$ cat config.mk
export PLATFORM = sky130hd
export DESIGN_NAME = instruction_fetch_queue_flat
export DESIGN_NICKNAME = d
export VERILOG_FILES = /design/src/rtl/instruction_fetch_queue_if.sv /design/src/rtl/instruction_fetch_queue.sv /design/src/flat_wrapper.sv
export SDC_FILE = /design/constraint.sdc
export NUM_CORES = 1
export LEC_CHECK = 0
export CELL_PAD_IN_SITES_DETAIL_PLACEMENT = 1
export CELL_PAD_IN_SITES_GLOBAL_PLACEMENT = 1
export CORE_ASPECT_RATIO = 1.2
export CORE_MARGIN = 8
export CORE_UTILIZATION = 46
export DETAILED_ROUTE_END_ITERATION = 10
export PLACE_DENSITY = 0.86
export SYNTH_ARGS = -nofsm -noshare
export SYNTH_HDL_FRONTEND = slang
export SYNTH_SLANG_ARGS = --single-unit
$ cat constraint.sdc
create_clock -name clk -period 4.4 [get_ports clk]
set_clock_uncertainty 0.1 [all_clocks]
set_input_delay 0.88 -clock clk [delete_from_list [all_inputs] [get_ports clk]]
set_output_delay 0.88 -clock clk [all_outputs]
set_load 0.02 [all_outputs]
$ cat src/rtl/instruction_fetch_queue_if.sv
// Bundle of fetch-side signals: instruction memory port, branch redirect,
// and the decode-facing valid/ready stream.
// The master modport is the fetch queue itself; the slave modport is the
// surrounding pipeline/memory.
interface instruction_fetch_queue_if #(
  parameter int DEPTH = 4
);
  logic [31:0]            imem_addr;
  logic [31:0]            imem_instr;
  logic                   branch_taken;
  logic [31:0]            branch_addr;
  logic                   out_valid;
  logic                   out_ready;
  logic [31:0]            out_instr;
  logic [31:0]            out_pc;
  logic [$clog2(DEPTH):0] count;

  modport master (
    output imem_addr, out_valid, out_instr, out_pc, count,
    input  imem_instr, branch_taken, branch_addr, out_ready
  );

  modport slave (
    input  imem_addr, out_valid, out_instr, out_pc, count,
    output imem_instr, branch_taken, branch_addr, out_ready
  );
endinterface

$ cat src/rtl/instruction_fetch_queue.sv
// Instruction-fetch front end: owns the fetch PC, buffers each fetched word
// together with its PC+4 in a small prefetch FIFO, and lets a taken branch
// flush the FIFO and redirect fetch.
module instruction_fetch_queue #(
  parameter int          DEPTH    = 4,
  parameter logic [31:0] RESET_PC = 32'h0000_0000
) (
  input logic                      clk,
  input logic                      rst,
  instruction_fetch_queue_if.master bus
);
  localparam int AW = $clog2(DEPTH);
  localparam int CW = AW + 1;

  logic [31:0]   fpc_q, fpc_d;
  logic [AW-1:0] rd_ptr_q, rd_ptr_d;
  logic [AW-1:0] wr_ptr_q, wr_ptr_d;
  logic [CW-1:0] count_q, count_d;
  logic [63:0]   mem_q [DEPTH];
  logic          push, pop;
  logic          not_empty;
  logic [63:0]   head;

  assign not_empty = (count_q != '0);
  assign head      = mem_q[rd_ptr_q];

  // Outputs: the fetch address is the PC register; the head reads as zero when empty.
  assign bus.imem_addr = fpc_q;
  assign bus.out_valid = not_empty;
  assign bus.out_instr = not_empty ? head[63:32] : 32'd0;
  assign bus.out_pc    = not_empty ? head[31:0]  : 32'd0;
  assign bus.count     = count_q;

  // Next-state: a branch flushes everything and voids any handshake; otherwise
  // push/pop update pointers, occupancy and the fetch PC (wrapping mod 2^32).
  always_comb begin
    fpc_d    = fpc_q;
    rd_ptr_d = rd_ptr_q;
    wr_ptr_d = wr_ptr_q;
    count_d  = count_q;
    pop      = not_empty & bus.out_ready & ~bus.branch_taken;
    push     = ~bus.branch_taken & ((count_q < CW'(DEPTH)) | pop);
    if (bus.branch_taken) begin
      fpc_d    = {bus.branch_addr[31:2], 2'b00};
      rd_ptr_d = '0;
      wr_ptr_d = '0;
      count_d  = '0;
    end else begin
      if (push) begin
        wr_ptr_d = wr_ptr_q + AW'(1);
        fpc_d    = fpc_q + 32'd4;
      end
      if (pop) begin
        rd_ptr_d = rd_ptr_q + AW'(1);
      end
      if (push && !pop) begin
        count_d = count_q + CW'(1);
      end else if (pop && !push) begin
        count_d = count_q - CW'(1);
      end
    end
  end

  // State register with synchronous reset; reset overrides branch and handshakes.
  always_ff @(posedge clk) begin
    if (rst) begin
      fpc_q    <= RESET_PC;
      rd_ptr_q <= '0;
      wr_ptr_q <= '0;
      count_q  <= '0;
    end else begin
      fpc_q    <= fpc_d;
      rd_ptr_q <= rd_ptr_d;
      wr_ptr_q <= wr_ptr_d;
      count_q  <= count_d;
    end
  end

  // Storage write: capture the fetched word and its return address; contents are not reset.
  always_ff @(posedge clk) begin
    if (!rst && push) begin
      mem_q[wr_ptr_q] <= {bus.imem_instr, fpc_q + 32'd4};
    end
  end
endmodule
$ cat src/flat_wrapper.sv
// flat-port wrapper written by rule: the top's interface ports become plain ports
module instruction_fetch_queue_flat 
#(
  parameter int          DEPTH    = 4,
  parameter logic [31:0] RESET_PC = 32'h0000_0000
)
  (clk, rst, bus_imem_addr, bus_out_valid, bus_out_instr, bus_out_pc, bus_count, bus_imem_instr, bus_branch_taken, bus_branch_addr, bus_out_ready);
  instruction_fetch_queue_if #(.DEPTH(DEPTH)) bus_i ();
  input logic clk;
  input logic rst;
  output wire logic [$bits(bus_i.imem_addr)-1:0] bus_imem_addr;
  output wire logic [$bits(bus_i.out_valid)-1:0] bus_out_valid;
  output wire logic [$bits(bus_i.out_instr)-1:0] bus_out_instr;
  output wire logic [$bits(bus_i.out_pc)-1:0] bus_out_pc;
  output wire logic [$bits(bus_i.count)-1:0] bus_count;
  input wire logic [$bits(bus_i.imem_instr)-1:0] bus_imem_instr;
  input wire logic [$bits(bus_i.branch_taken)-1:0] bus_branch_taken;
  input wire logic [$bits(bus_i.branch_addr)-1:0] bus_branch_addr;
  input wire logic [$bits(bus_i.out_ready)-1:0] bus_out_ready;
  assign bus_imem_addr = bus_i.imem_addr;
  assign bus_out_valid = bus_i.out_valid;
  assign bus_out_instr = bus_i.out_instr;
  assign bus_out_pc = bus_i.out_pc;
  assign bus_count = bus_i.count;
  assign bus_i.imem_instr = bus_imem_instr;
  assign bus_i.branch_taken = bus_branch_taken;
  assign bus_i.branch_addr = bus_branch_addr;
  assign bus_i.out_ready = bus_out_ready;
  instruction_fetch_queue #(.DEPTH(DEPTH), .RESET_PC(RESET_PC)) u_core (.clk(clk), .rst(rst), .bus(bus_i));
endmodule
Word level (Yosys, flattened, before mapping):

Memories as Yosys holds them, arrays and structs flattened. A register that Yosys moved wholly into a read port is not among the register bits.
Cells that the tools add are included.

* flip-flop bits (word level): 39
* memory bits (writable): 256
* word-level logic and storage cells: 37
* memories: 1

Memory list
* u_core.mem_q: words 4, bits a word 64, read ports 1, clocked after memory_dff 1, write ports 1, line instruction_fetch_queue.sv:19 `logic [63:0] mem_q [DEPTH];`

* $add $sub $neg: 5
* magnitude comparators: 1
* multiplexer cells: 10
* bitwise operators: 5
* reductions and logical operators: 10

Operator list (number)
* $mux W32: 4
* $add A32 B3 Y32 const B: 1
* $mux W3: 2
* $add A2 B1 Y2 const B: 2
* $mux W2: 2
* $reduce_bool A2 Y1: 2
* $add A3 B1 Y3 const B: 1
* $and A1 B1 Y1: 3
* $logic_and A1 B1 Y1: 3
* $logic_not A1 Y1: 3
* $lt A3 B3 Y1 const B: 1
* $reduce_bool A3 Y1: 1
* $sub A3 B1 Y3 const B: 1
* $mux W1: 2
* $reduce_or A2 Y1: 1
* $not A1 Y1: 1
* $or A1 B1 Y1: 1

Depth between registers and ports, before layout:

* word-level depth: 9
* depth in mapped cells: 9

Worst setup path after synthesis:

No wires, ideal clock.

* path kind: in2reg
* from: input port bus_branch_taken
* to: memory u_core.mem_q[0][10], enable pin
* setup time: 0.426 ns
* arrival: 3.328 ns
* setup slack: 0.546 ns
* stages on the path: 5
* cells stage by stage: clkbuf_1 -> or2_2 -> a21oi_1 -> clkbuf_1 -> and2_1

* cells in the longest elaborated chain, start to end: 7

Ends and longest elaborated chain
* from (decl): line flat_wrapper.sv:17 `input wire logic [$bits(bus_i.branch_taken)-1:0] bus_branch_taken;`
* $not A1 Y1 *: line instruction_fetch_queue.sv:41, instruction_fetch_queue.sv:42
* $and A1 B1 Y1: line instruction_fetch_queue.sv:41 `pop = not_empty & bus.out_ready & ~bus.branch_taken;`
* $or A1 B1 Y1: line instruction_fetch_queue.sv:42 `push = ~bus.branch_taken & ((count_q < CW'(DEPTH)) | pop);`
* $and A1 B1 Y1 *: line instruction_fetch_queue.sv:42
* $logic_and A1 B1 Y1 *: line instruction_fetch_queue.sv:81 `if (!rst && push) begin`
* $mux W1 *: line instruction_fetch_queue.sv:81
* $mux W1 (not written as such) *: line instruction_fetch_queue.sv:82 `mem_q[wr_ptr_q] <= {bus.imem_instr, fpc_q + 32'd4};`
* to (decl): line instruction_fetch_queue.sv:19

Mark *: on every way between the ends. The rest lies on a longest branch, timed or not.

==> metrics <==
setup bufs post-CTS 0; starting density of the core 0.4632; routed wl met3 around 1800 um; final hold slack 423.0 ps; Setup-failing EPs final 0; HP Start u_core.rd_ptr_q[1]$_SDFFE_PP0P_; CTS tree built; row count 65; cts hold-fix bufs 0; Place WS slightly below 900 ps; Placer Congestion ~0.83; Post-Route WL 29710 um; Post-Synthesis Cells between 700 and 800; pwr dens between 300 and 400 mW/mm^2; vias in the first global route 7898; RSZ-0062 raised after global routing false; die span in y 193.6 um; TNS Setup 0 ps; CP Cell Sequence buf_4, mux4_2, and2_1, clkdlybuf4s50_1; Final Cell Area 0.01501 mm^2; r2r setup slk 1350 ps; Cell Area, Synth 0.01209 mm^2; 1st-iter DRT viols 471; P_leak 0.004794 uW; Period Utilization, post-route 0.8517; Core Box Area 0.02611 mm^2; Post-synth EDFFs 248; PortBufs ~160; Critical Path End bus_out_instr[28]; Distinct cells, synth 51; Reg clk slew, reported paths 60 ps; post-route minimum period 3747 ps; CTS Root Cell clkbuf_16; Yosys warnings 0; slowest cell on the critical path mux4_2; Clk Latency, worst-skew pair 530 ps; PostCTS Resize Cnt 0; Max FO, Critical Path 18; GRT overflow 0; Hold Vio Cnt, Final 0; Hold Path Class flop to flop; Async S/R FF share, synth 0; Seq cells post-synth roughly 290; final worst setup slack ~650 ps; Post-DP Area 0.01414 mm^2; Met2 Wirelength 15320 um; max-slew violations 0; CP required 3420 ps; Num CTS Buffers 27; Via-to-Cell Ratio 5.740; chip width about 160 um; DRC viols 0; Worst-Margin Slew 1279 ps; Critical Path End Type output pin; via count 7232; largest net degree at the start of global routing 66; status finished clean; max-capacitance violation count 0; initial antenna violation count 1; critical path type flop to output pin; WL per Instance 23.58 um; Sink Count approximately 290; Final #Nets 979; DIE AREA 0.03175 mm^2; drt pass-1 iters 5; CP max stage delay 550 ps; Max Fclk 266.9 MHz; Post-Syn Area per Cell 16.25 um^2; CP Buf/Inv Count 2; Metal-1 WL 11900 um; Post-DP HPWL 19740 um; H-tree levels 1; top layer reached by signal wires met4; Max clock buf depth 3; relative slew slack 0.1398; first-pass GRT wire length 45400 um; Area Overhead vs Synth 24.17%; IO Count 168; Worst path depth 4; Most used DFF post-synth edfxtp_1; ratio of cells with drive above 1 in the final layout 0.1537; Antenna Nets Post-Route 0; critical path arrival about 2800 ps; Critical R2R Launch u_core.bus.count[0]$_SDFFE_PP0P_; delay-heaviest family, CP buffers and inverters; sequential share of the synthesized area 0.6805; CP Launch Type flop; Peak supply drop 0.2718 mV; GRT Util Overall 0.1834; Worst R2R End u_core.bus.count[2]$_SDFFE_PP0P_; Reg2Reg Depth 8
## worst register-to-register path: cells and delay by family (launching register included)
| kind | cells | cell delay, ps |
|---|---|---|
| AO/OA/AOI/OAI | 1 | 140 |
| XOR/XNOR | 1 | 170 |
| adder cells (fa/ha/maj) | 2 | 610 |
| buffers and inverters | 1 | 80 |
| flip-flops | 1 | 350 |
| AND/OR/NAND/NOR | 3 | 1540 |
## cell usage after synthesis (12+ instances only)
library cell	instances	area (um^2)
mux4_2	62	1396
a311oi_1	14	122.6
and2_1	71	444.2
xnor2_1	22	192.7
xor2_1	18	157.7
dfxtp_1	39	780.8
clkbuf_1	36	135.1
nor2_1	42	157.7
inv_1	12	45.04
nand2_1	23	86.33
edfxtp_1	248	7447
## where the power goes
group	internal, uW	switching (uW)
logic	298	338
clock network	1270	997
registers	3040	60.1
total	4610	1400
## placed cells by master, fill, tap and decap left out, types with 16 or more instances in the layout
master,synthesis,routed
edfxtp_1,248,248
buf_4,4,16
and2_1,71,67
xor2_1,18,18
nor2_1,42,42
clkdlybuf4s50_1,0,161
clkbuf_16,0,27
mux4_2,62,62
dfxtp_1,39,37
xnor2_1,22,22
nand2_1,23,23
## cells by family after synthesis
kind of cell	after synthesis	synth area share
mux	63	0.1163
xor+xnor	40	0.02897
other cells	1	0.0003101
buf+inv	67	0.02318
flops	287	0.6805
fa+ha+maj	7	0.007864
simple gates	214	0.1023
compound gates	65	0.04056
## layout make-up
type,instances,area [um^2]
Fill cell,2413,11090
Sequential cell,287,8235
Multi-Input combinational cell,393,3606
Timing Repair Buffer,182,1832
Clock buffer,31,700.7
Tap cell,335,419.2
Clock inverter,18,170.2
Inverter,13,48.80
Antenna cell,1,2.502
## how the worst min path moves through the flow
stage	end	depth (start not counted)	slack [ps]
2_1_floorplan	u_core.wr_ptr_q[1]$_SDFFE_PP0N_	2	360
3_3_place_gp	u_core.wr_ptr_q[1]$_SDFFE_PP0N_	2	380
3_5_place_dp	u_core.wr_ptr_q[1]$_SDFFE_PP0N_	2	420
4_1_cts	u_core.wr_ptr_q[1]$_SDFFE_PP0N_	2	430
5_1_grt	u_core.wr_ptr_q[1]$_SDFFE_PP0N_	2	450
6_report	u_core.rd_ptr_q[1]$_SDFFE_PP0P_	2	420
## registers in the layout, indices dropped and copies added, names as in the netlist, named ones only
signal,cells
u_core.rd_ptr_q,2
u_core.wr_ptr_q,2
u_core.bus.count,3
u_core.mem_q,248
u_core.bus.imem_addr,30
## per-layer routing
| layer | GRT usage | up-vias |
|---|---|---|
| met5 | 0 | - |
| met4 | 0.05632 | 0 |
| met3 | 0.03271 | 47 |
| met2 | 0.3230 | 244 |
| met1 | 0.2242 | 3715 |
| li1 | - | 3226 |
## per-stage QoR
| step | total power (uW) | std cells | utilization |
|---|---|---|---|
| 2_1_floorplan | 3469 | 747 | - |
| 3_3_place_gp | 3774 | 1210 | 0.5417 |
| 3_5_place_dp | 3798 | 1210 | 0.5417 |
| 4_1_cts | 6060 | 1259 | 0.5750 |
| 5_1_grt | 6184 | 1260 | 0.5751 |
| 6_report | 6005 | 1260 | 0.5751 |
Power figures use the tool's default switching activity.
